## src/rtl/uart_tx_fifo_if.sv

```systemverilog
// ---------------------------------------------------------------------------
// uart_tx_fifo_if: valid/ready write channel into the UART transmit FIFO.
//   in_valid  producer -> FIFO  word present on in_data
//   in_data   producer -> FIFO  DATA_BITS-wide word to transmit
//   in_ready  FIFO -> producer  FIFO can accept (not full)
// Modports: master = producer side, slave = UART side.
// ---------------------------------------------------------------------------
interface uart_tx_fifo_if #(
  parameter int unsigned DATA_BITS = 8
);
  logic                 in_valid;
  logic [DATA_BITS-1:0] in_data;
  logic                 in_ready;

  modport master (output in_valid, output in_data, input in_ready);
  modport slave  (input in_valid, input in_data, output in_ready);
endinterface

```

## src/rtl/uart_tx_fifo.sv

```systemverilog
// ---------------------------------------------------------------------------
// uart_tx_fifo: UART transmitter with a built-in transmit FIFO and a
// configurable frame (DATA_BITS 5..9, PARITY none/odd/even, 1 or 2 stops).
// Frames are sent back to back while the FIFO holds data.
//   clk         rising-edge clock
//   rst         synchronous active-high reset
//   s_if        write channel (in_valid / in_data / in_ready)
//   tx_out      serial line, idle high, registered
//   busy        high from the start bit through the last stop-bit cycle
//   tx_done     one-cycle pulse in the last cycle of the final stop bit
//   fifo_count  current FIFO occupancy
// ---------------------------------------------------------------------------
module uart_tx_fifo #(
  parameter int unsigned CLK_FREQ   = 50000000,
  parameter int unsigned BAUD_RATE  = 9600,
  parameter int unsigned DATA_BITS  = 8,
  parameter int unsigned PARITY     = 0,
  parameter int unsigned STOP_BITS  = 1,
  parameter int unsigned FIFO_DEPTH = 8
) (
  input  logic                          clk,
  input  logic                          rst,
  uart_tx_fifo_if.slave                 s_if,
  output logic                          tx_out,
  output logic                          busy,
  output logic                          tx_done,
  output logic [$clog2(FIFO_DEPTH):0]   fifo_count
);

  localparam int unsigned CPB   = CLK_FREQ / BAUD_RATE;
  localparam int unsigned BW    = (CPB > 1) ? $clog2(CPB) : 1;
  localparam int unsigned BIT_W = $clog2(DATA_BITS + 1);
  localparam int unsigned AW    = $clog2(FIFO_DEPTH);
  localparam int unsigned CW    = AW + 1;

  localparam logic [BW-1:0]    BAUD_LAST = BW'(CPB - 1);
  localparam logic [BW-1:0]    BAUD_PEN  = BW'(CPB - 2);
  localparam logic [BIT_W-1:0] DATA_LAST = BIT_W'(DATA_BITS - 1);
  localparam logic [BIT_W-1:0] STOP_LAST = BIT_W'(STOP_BITS - 1);
  localparam logic [CW-1:0]    FULL_CNT  = CW'(FIFO_DEPTH);

  typedef enum logic [2:0] {S_IDLE, S_START, S_DATA, S_PARITY, S_STOP} state_t;

  state_t               r_state, w_state_nxt;
  logic [DATA_BITS-1:0] r_mem [FIFO_DEPTH];
  logic [AW-1:0]        r_wr, r_rd;
  logic [CW-1:0]        r_count, w_count_nxt;
  logic                 r_ready;
  logic [BW-1:0]        r_baud;
  logic [BIT_W-1:0]     r_bit;
  logic [DATA_BITS-1:0] r_shreg, w_shreg_nxt, w_head;
  logic                 r_par, w_par_head;
  logic                 r_tx_out, r_busy, r_done;
  logic                 w_tx_nxt, w_busy_nxt, w_done_nxt;
  logic                 w_push, w_pop, w_not_empty, w_baud_end;

  assign w_head      = r_mem[r_rd];
  assign w_not_empty = (r_count != '0);
  assign w_push      = s_if.in_valid && r_ready;
  assign w_baud_end  = (r_baud == BAUD_LAST);
  // Parity is taken from the word as popped, before any shifting.
  assign w_par_head  = (PARITY == 1) ? ~^w_head : ^w_head;
  assign w_count_nxt = r_count + CW'(w_push) - CW'(w_pop);

  assign s_if.in_ready = r_ready;
  assign fifo_count    = r_count;
  assign tx_out        = r_tx_out;
  assign busy          = r_busy;
  assign tx_done       = r_done;

  // FIFO storage (contents are don't-care after reset)
  always_ff @(posedge clk) begin
    if (w_push) r_mem[r_wr] <= s_if.in_data;
  end

  // FIFO pointers, occupancy and registered ready
  always_ff @(posedge clk) begin
    if (rst) begin
      r_wr    <= '0;
      r_rd    <= '0;
      r_count <= '0;
      r_ready <= 1'b1;
    end else begin
      if (w_push) r_wr <= r_wr + AW'(1);
      if (w_pop)  r_rd <= r_rd + AW'(1);
      r_count <= w_count_nxt;
      r_ready <= (w_count_nxt != FULL_CNT);
    end
  end

  // FSM state register
  always_ff @(posedge clk) begin
    if (rst) r_state <= S_IDLE;
    else     r_state <= w_state_nxt;
  end

  // FSM next state; a pop happens on leaving IDLE or the final stop bit
  always_comb begin
    w_state_nxt = r_state;
    w_pop       = 1'b0;
    case (r_state)
      S_IDLE: begin
        if (w_not_empty) begin
          w_state_nxt = S_START;
          w_pop       = 1'b1;
        end
      end
      S_START: begin
        if (w_baud_end) w_state_nxt = S_DATA;
      end
      S_DATA: begin
        if (w_baud_end && (r_bit == DATA_LAST))
          w_state_nxt = (PARITY != 0) ? S_PARITY : S_STOP;
      end
      S_PARITY: begin
        if (w_baud_end) w_state_nxt = S_STOP;
      end
      S_STOP: begin
        if (w_baud_end && (r_bit == STOP_LAST)) begin
          if (w_not_empty) begin
            w_state_nxt = S_START;
            w_pop       = 1'b1;
          end else begin
            w_state_nxt = S_IDLE;
          end
        end
      end
      default: w_state_nxt = S_IDLE;
    endcase
  end

  // Shift register next value: load on pop, shift at each data-bit boundary
  always_comb begin
    w_shreg_nxt = r_shreg;
    if (w_pop)
      w_shreg_nxt = w_head;
    else if ((r_state == S_DATA) && w_baud_end)
      w_shreg_nxt = r_shreg >> 1;
  end

  // Baud and bit counters; bit counter restarts on every state change
  always_ff @(posedge clk) begin
    if (rst) begin
      r_baud  <= '0;
      r_bit   <= '0;
      r_shreg <= '0;
      r_par   <= 1'b0;
    end else begin
      if (w_pop || w_baud_end)     r_baud <= '0;
      else if (r_state != S_IDLE)  r_baud <= r_baud + BW'(1);
      if (w_pop || (w_state_nxt != r_state)) r_bit <= '0;
      else if (w_baud_end)                   r_bit <= r_bit + BIT_W'(1);
      r_shreg <= w_shreg_nxt;
      if (w_pop) r_par <= w_par_head;
    end
  end

  // FSM outputs, computed one cycle ahead so the line is driven from flops
  always_comb begin
    w_tx_nxt   = 1'b1;
    w_busy_nxt = (w_state_nxt != S_IDLE);
    // tx_done lands in the last cycle of the final stop bit
    w_done_nxt = (r_state == S_STOP) && (r_bit == STOP_LAST) && (r_baud == BAUD_PEN);
    case (w_state_nxt)
      S_START:  w_tx_nxt = 1'b0;
      S_DATA:   w_tx_nxt = w_shreg_nxt[0];
      S_PARITY: w_tx_nxt = r_par;
      default:  w_tx_nxt = 1'b1;
    endcase
  end

  // Output registers
  always_ff @(posedge clk) begin
    if (rst) begin
      r_tx_out <= 1'b1;
      r_busy   <= 1'b0;
      r_done   <= 1'b0;
    end else begin
      r_tx_out <= w_tx_nxt;
      r_busy   <= w_busy_nxt;
      r_done   <= w_done_nxt;
    end
  end

endmodule
```

## src/flat_wrapper.sv

```systemverilog
// flat-port wrapper written by rule: the top's interface ports become plain ports
module uart_tx_fifo_flat 
#(
  parameter int unsigned CLK_FREQ   = 50000000,
  parameter int unsigned BAUD_RATE  = 9600,
  parameter int unsigned DATA_BITS  = 8,
  parameter int unsigned PARITY     = 0,
  parameter int unsigned STOP_BITS  = 1,
  parameter int unsigned FIFO_DEPTH = 8
)
  (clk, rst, tx_out, busy, tx_done, fifo_count, s_if_in_valid, s_if_in_data, s_if_in_ready);
  uart_tx_fifo_if #(.DATA_BITS(DATA_BITS)) s_if_i ();
  input  logic clk;
  input  logic rst;
  output logic tx_out;
  output logic busy;
  output logic tx_done;
  output logic [$clog2(FIFO_DEPTH):0] fifo_count;
  input wire logic [$bits(s_if_i.in_valid)-1:0] s_if_in_valid;
  input wire logic [$bits(s_if_i.in_data)-1:0] s_if_in_data;
  output wire logic [$bits(s_if_i.in_ready)-1:0] s_if_in_ready;
  assign s_if_i.in_valid = s_if_in_valid;
  assign s_if_i.in_data = s_if_in_data;
  assign s_if_in_ready = s_if_i.in_ready;
  uart_tx_fifo #(.CLK_FREQ(CLK_FREQ), .BAUD_RATE(BAUD_RATE), .DATA_BITS(DATA_BITS), .PARITY(PARITY), .STOP_BITS(STOP_BITS), .FIFO_DEPTH(FIFO_DEPTH)) u_core (.clk(clk), .rst(rst), .s_if(s_if_i), .tx_out(tx_out), .busy(busy), .tx_done(tx_done), .fifo_count(fifo_count));
endmodule
```

## config.mk

```make
export PLATFORM = sky130hd
export DESIGN_NAME = uart_tx_fifo_flat
export DESIGN_NICKNAME = d
export VERILOG_FILES = /design/src/rtl/uart_tx_fifo_if.sv /design/src/rtl/uart_tx_fifo.sv /design/src/flat_wrapper.sv
export SDC_FILE = /design/constraint.sdc
export NUM_CORES = 1
export LEC_CHECK = 0
export ABC_AREA = 0
export BUFFER_PORTS_ARGS = -buffer_cell sky130_fd_sc_hd__buf_2
export CAP_MARGIN = 20
export CORE_MARGIN = 2
export CORE_UTILIZATION = 32
export CTS_BUF_LIST = sky130_fd_sc_hd__clkbuf_4 sky130_fd_sc_hd__clkbuf_8
export DETAILED_ROUTE_END_ITERATION = 12
export GPL_TIMING_DRIVEN = 0
export PLACE_DENSITY_LB_ADDON = 0.2
export SLEW_MARGIN = 20
export SYNTH_ARGS = -nofsm -noshare
export SYNTH_HDL_FRONTEND = slang
export SYNTH_SLANG_ARGS = --single-unit
export TNS_END_PERCENT = 50
```

## constraint.sdc

```tcl
create_clock -name clk -period 5.35 [get_ports clk]
set_input_delay 0.535 -clock clk [delete_from_list [all_inputs] [get_ports clk]]
set_output_delay 0.535 -clock clk [all_outputs]
set_load 0.02 [all_outputs]
```

== Word-level counts from Yosys, hierarchy flattened ==
Memory sizes are Yosys's and may differ from the RTL's. A register that Yosys moved wholly into a read port is not among the register bits.
Index checks and enable logic that the tools add are counted.
Widths: inputs -> output; s select.
Storage, ports and cells
  input bits: 11
  memories: 1
  latch bits: 0
  bits in read-only memories: 0
  word-level logic and storage cells: 66
  output and inout port bits: 8
  RAM bits: 64
  flip-flop bits (word level): 43
Memory list
  u_core.r_mem: depth 8, bits a word 8, read ports 1, clocked after Yosys merged registers in 1, wr ports 1, line uart_tx_fifo.sv:45  | logic [DATA_BITS-1:0] r_mem [FIFO_DEPTH];
Cells by class
  $add $sub $neg: 6
  bitwise gates (word level): 0
  shift operators: 0
  mux-type cells: 17
  multipliers: 0
  divide/modulo/power cells: 0
  reduce and logical (&&, ||, !) cells: 17
  magnitude comparators: 0
  eq/ne operators: 12
Operator list (number)
  $eq 13x13->1 const B: 2
  $mux 3: 7
  $mux 8: 2
  $pmux 3 s5: 1
  $add 13x1->13 const B: 1
  $eq 3x2->1 const B: 4
  $reduce_xor 8->1: 1
  $add 3x1->3 const B: 2
  $eq 3x1->1 const B: 2
  $logic_and 1x1->1: 6
  $reduce_bool 3->1: 2
  $mux 1: 5
  $add 4x1->4: 1
  $add 4x1->4 const B: 1
  $eq 4x3->1 const B: 1
  $logic_not 4->1: 1
  $ne 4x4->1 const B: 1
  $reduce_bool 4->1: 1
  $reduce_or 2->1: 2
  $sub 4x1->4: 1
  $eq 3x3->1 const B: 1
  $logic_not 3->1: 1
  $ne 3x3->1: 1
  $pmux 1 s3: 1
  other kinds (3): 4

== Logic depth before layout (Yosys ltp) ==
  word-level depth: 7
  depth in mapped cells: 15

== Worst setup path before layout ==
Ideal clock, no wire load.
  path kind: flip-flop to flip-flop
  start: register u_core.r_baud[0]
  end: register u_core.r_ready (netlist: u_core.s_if.in_ready)
  setup slack: 2671 ps
  stages on the path, launching flop included: 15
  required time: 5220 ps
  library setup time: 130 ps
  path buffers: 2
  period minus slack after synthesis: 2679 ps
  arrival time: 2549 ps
  cell sequence: dfxtp_1 ha_1 and4_1 buf_2 a21bo_2 nand2_1 buf_2 inv_4 ha_1 inv_1 ha_1 inv_1 fa_1 xor2_1 nand4b_1
On the way
  word-level cells in the longest chain between the ends: 6
Ends and longest elaborated chain
  start: declaration: line uart_tx_fifo.sv:49  | logic [BW-1:0] r_baud;
  start signal: assignment: line uart_tx_fifo.sv:150  | else if (r_state != S_IDLE) r_baud <= r_baud + BW'(1);
  $eq 13x13->1: line uart_tx_fifo.sv:60  | assign w_baud_end = (r_baud == BAUD_LAST);
  $logic_and 1x1->1: line uart_tx_fifo.sv:119  | if (w_baud_end && (r_bit == STOP_LAST)) begin
  $mux 1: line uart_tx_fifo.sv:119
  $pmux 1 s2: line uart_tx_fifo.sv:101  | case (r_state)
  via u_core.w_pop: line uart_tx_fifo.sv:55  | logic w_push, w_pop, w_not_empty, w_baud_end;
  $sub 4x1->4: line uart_tx_fifo.sv:63  | assign w_count_nxt = r_count + CW'(w_push) - CW'(w_pop);
  $ne 4x4->1: line uart_tx_fifo.sv:87  | r_ready <= (w_count_nxt != FULL_CNT);
  end signal: assignment: line uart_tx_fifo.sv:87
  end: declaration: line uart_tx_fifo.sv:48  | logic r_ready;
The timed path passes the listed nets, and every way through them passes these cells.
A chain may end at the register's enable or synchronous reset.

== Worst setup path in the final report ==
  start: register u_core.r_baud[8]
  end: register u_core.r_ready (netlist: u_core.s_if.in_ready)
The elaborated chain is that of the path after synthesis.

==> reports/qor.txt <==
Status: finished, final reports clean
Placed Area: 5269 sq um
Synthesized flop and latch total: 110
Post-synth EDFFs: 64
Tot GR Track Use: 12.78%
Post-Synthesis Cells: 371
Wire per inst: 15.64 um
M1 WL: 4147 um
Initial DRC count: 135
DR WL met3: 270 um
Core ar.: 15090 sq um
Via count: 2835
CP Max Fanout: 10
Post-Syn Area: 4890 sq um
Total negative slack: 0 ns
Most common flop cell mapped by yosys: edfxtp_1
Vias in the first global route: 2982
CTS max path bufs: 2
Final WL: 9338 um
Worst Skew: 0.01287 ns
Seq/Total Area, Yosys: 58.14%
Setup violators final: 0
Maximum vdd ir drop: 0.1594 mV
Global-route wire length before repair: 15710 um
Number of buffers created by CTS: 9
Antenna violations before repair: 0
FMAX: 324.2 MHz
Largest net degree at the start of global routing: 21
Crit start category: flop
Tightest Pin Transition: 0.9567 ns
Syn_nets: 394
HPWL after detailed placement: 6821 um
Avg Inst Size Synth: 13.18 sq um
Yosys warnings: 0
Post-Layout Inst Area: 5473 sq um
Routed met2 length: 4756 um
Final ANT Viol Nets: 0
Die area: 16290 sq um
Syn-to-layout area delta: 11.92%
Worst path required time: 5.62 ns
Final antenna diode count: 0
Pwr dens: 443.8 nW/um^2
Filler instances: 1467
Routability-driven placement congestion ratio: 0.7325
Worst hold path type: input port to flop
DRC violations left: 0
Initial Util: 32.40%
CTS tree: yes
Die H: 127.6 um
Leakage: 1.887 nW
Number of port buffers: 18
DRT Pass-1 Iters: 4
Drt via density: 4.749
Fin crit share: 57.65%
H-tree levels: 3
Clk pin slew, worst setup/hold paths: 0.10 ns
Remaining Overflow, GRT: 0
Setup Crit Path Kind: flop to flop
Share of cells above drive strength 1: 17.60%
Clock sinks: 110
Final Hold Viols: 0
I/O pin cnt: 19
Row Count: 45
Post-CTS Setup Repair Bufs: 0
Final layout net count: 427
WP data arrival: 3.35 ns
Post-cts sizing count: 0
Chip width: 127.6 um
# hold bufs at CTS: 0
Cell variety after synth: 46
CTS root buf: clkbuf_8
Worst setup EP type: flop
Max-cap violation count: 0
Worst skew pair latency: 0.39 ns
Worst rel slew slack: 35.99%
Final min period: 3.084 ns
DR top layer: met4
Max Transition Viols Final: 0
RSZ-0062 raised after global routing: false
Async set-or-reset flop fraction in the synthesized netlist: 0%
==> power breakdown <==
part           switching (mW)  internal (mW)  total [mW]
Sequential             0.0628           1.01        1.08
Combinational           0.443          0.392       0.835
Clock                   0.291          0.225       0.516
==> per-layer routing <==
metal,vias up,track usage [%]
li1,1421,-
met1,1367,14.81
met2,37,22.40
met3,10,3.559
met4,0,5.042
met5,-,0
==> metrics by stage <==
| step | total power [mW] | worst slack [ns] | util [%] | hold WS [ns] | instances |
|---|---|---|---|---|---|
| CTS | 2.473 | 2.266 | 36.27 | 0.3738 | 597 |
| global route | 2.606 | 1.955 | 36.27 | 0.3947 | 597 |
| floorplan | 1.737 | 2.671 | - | 0.4481 | 371 |
| finish | 2.429 | 2.266 | 36.27 | 0.4100 | 597 |
| detailed placement | 1.949 | 2.301 | 34.92 | 0.4868 | 581 |
| global placement | 1.929 | 2.229 | 34.56 | 0.4751 | 577 |
==> worst max-delay path, stage by stage, from the launching register on <==
cell,delay (ns)
dfxtp_1,0.38
nor4b_1,0.33
and4_1,0.24
buf_2,0.20
a21bo_2,0.19
nand2_1,0.07
buf_2,0.21
inv_4,0.13
ha_1,0.23
inv_1,0.06
ha_1,0.16
inv_1,0.06
fa_1,0.37
xor2_1,0.21
nand4b_1,0.13
==> flip-flops by register name, summed over array words and instances, names as in the netlist, named ones only <==
| signal | flops |
|---|---|
| u_core.s_if.in_ready | 1 |
| u_core.busy | 1 |
| u_core.r_baud | 13 |
| u_core.r_par | 1 |
| u_core.tx_out | 1 |
| u_core.fifo_count | 4 |
| u_core.r_wr | 3 |
| u_core.r_shreg | 8 |
| u_core.r_mem | 64 |
| u_core.tx_done | 1 |
| u_core.r_bit | 4 |
| u_core.r_state | 3 |
| u_core.r_rd | 3 |
==> cells in the final DEF, fill, tap and decap left out, types with 4 or more instances in the layout <==
cell	instances
ha_1	11
nand2b_1	5
mux4_1	4
xnor2_1	27
o21ai_0	5
nor3_2	4
inv_1	12
clkbuf_8	9
nor2_1	40
nand3_1	7
nand4_1	4
dfxtp_1	46
mux4_2	16
nor2b_1	4
a211oi_1	10
edfxtp_1	64
nand2_1	22
clkbuf_1	7
a21oi_1	12
inv_6	4
mux2i_1	11
buf_2	25
xor2_1	13
==> area by class of cell <==
| type | count | area, sq um | area share, % |
|---|---|---|---|
| tap | 188 | 235.2 | 4.298 |
| multi-input combinational | 233 | 1951 | 35.64 |
| clock buffer | 9 | 123.9 | 2.263 |
| sequential | 110 | 2843 | 51.94 |
| buffer | 15 | 71.32 | 1.303 |
| clock inverter | 7 | 80.08 | 1.463 |
| inverter | 13 | 51.30 | 0.9374 |
| timing repair buffer | 22 | 117.6 | 2.149 |
==> logic make-up (layout without fill, tap and decap cells) <==
family                   Yosys count  after routing  synth area share [%]
adder cells (fa/ha/maj)           12             12                 3.224
AND/OR/NAND/NOR                  107            107                 10.88
flip-flops                       110            110                 58.14
XOR/XNOR                          41             41                 7.498
AO/OA/AOI/OAI                     38             38                 5.066
buffers and inverters             28             66                 2.508
multiplexers                      35             35                 12.69
==> Yosys cell counts (3+ instances only) <==
library cell | number | share of area [%]
mux4_2 | 16 | 7.4
nand2b_1 | 5 | 0.64
mux2i_1 | 11 | 2.3
nand4_1 | 4 | 0.51
inv_1 | 12 | 0.92
nor3_1 | 6 | 0.61
clkbuf_1 | 7 | 0.54
buf_2 | 6 | 0.61
edfxtp_1 | 64 | 39
mux4_1 | 4 | 2.1
ha_1 | 11 | 2.8
nor2b_1 | 4 | 0.51
or3_1 | 3 | 0.38
mux2_2 | 3 | 0.69
nand3_1 | 7 | 0.72
xnor2_1 | 27 | 4.8
a211oi_1 | 10 | 1.5
o21ai_0 | 5 | 0.51
dfxtp_1 | 46 | 19
nand2_1 | 22 | 1.7
xor2_1 | 13 | 2.3
a21o_1 | 3 | 0.46
nor2_1 | 40 | 3.1
a21oi_1 | 12 | 1.2
and3_1 | 3 | 0.38
==> path summary, 6_finish.rpt <==
kind | slack, ns | endpoint | cells past startpoint | startpoint
max reg2reg | 2.27 | u_core.s_if.in_ready$_SDFF_PP1_ | 14 | u_core.r_baud[8]$_SDFFE_PP0P_
min reg2reg | 0.50 | u_core.r_shreg[6]$_SDFFE_PP0P_ | 2 | u_core.r_shreg[7]$_SDFFE_PP0P_
min | 0.41 | u_core.r_mem[0][2]$_DFFE_PP_ | 1 | s_if_in_data[2]
max | 2.27 | u_core.s_if.in_ready$_SDFF_PP1_ | 14 | u_core.r_baud[8]$_SDFFE_PP0P_
No activity file was read; power rests on OpenSTA's default activity.
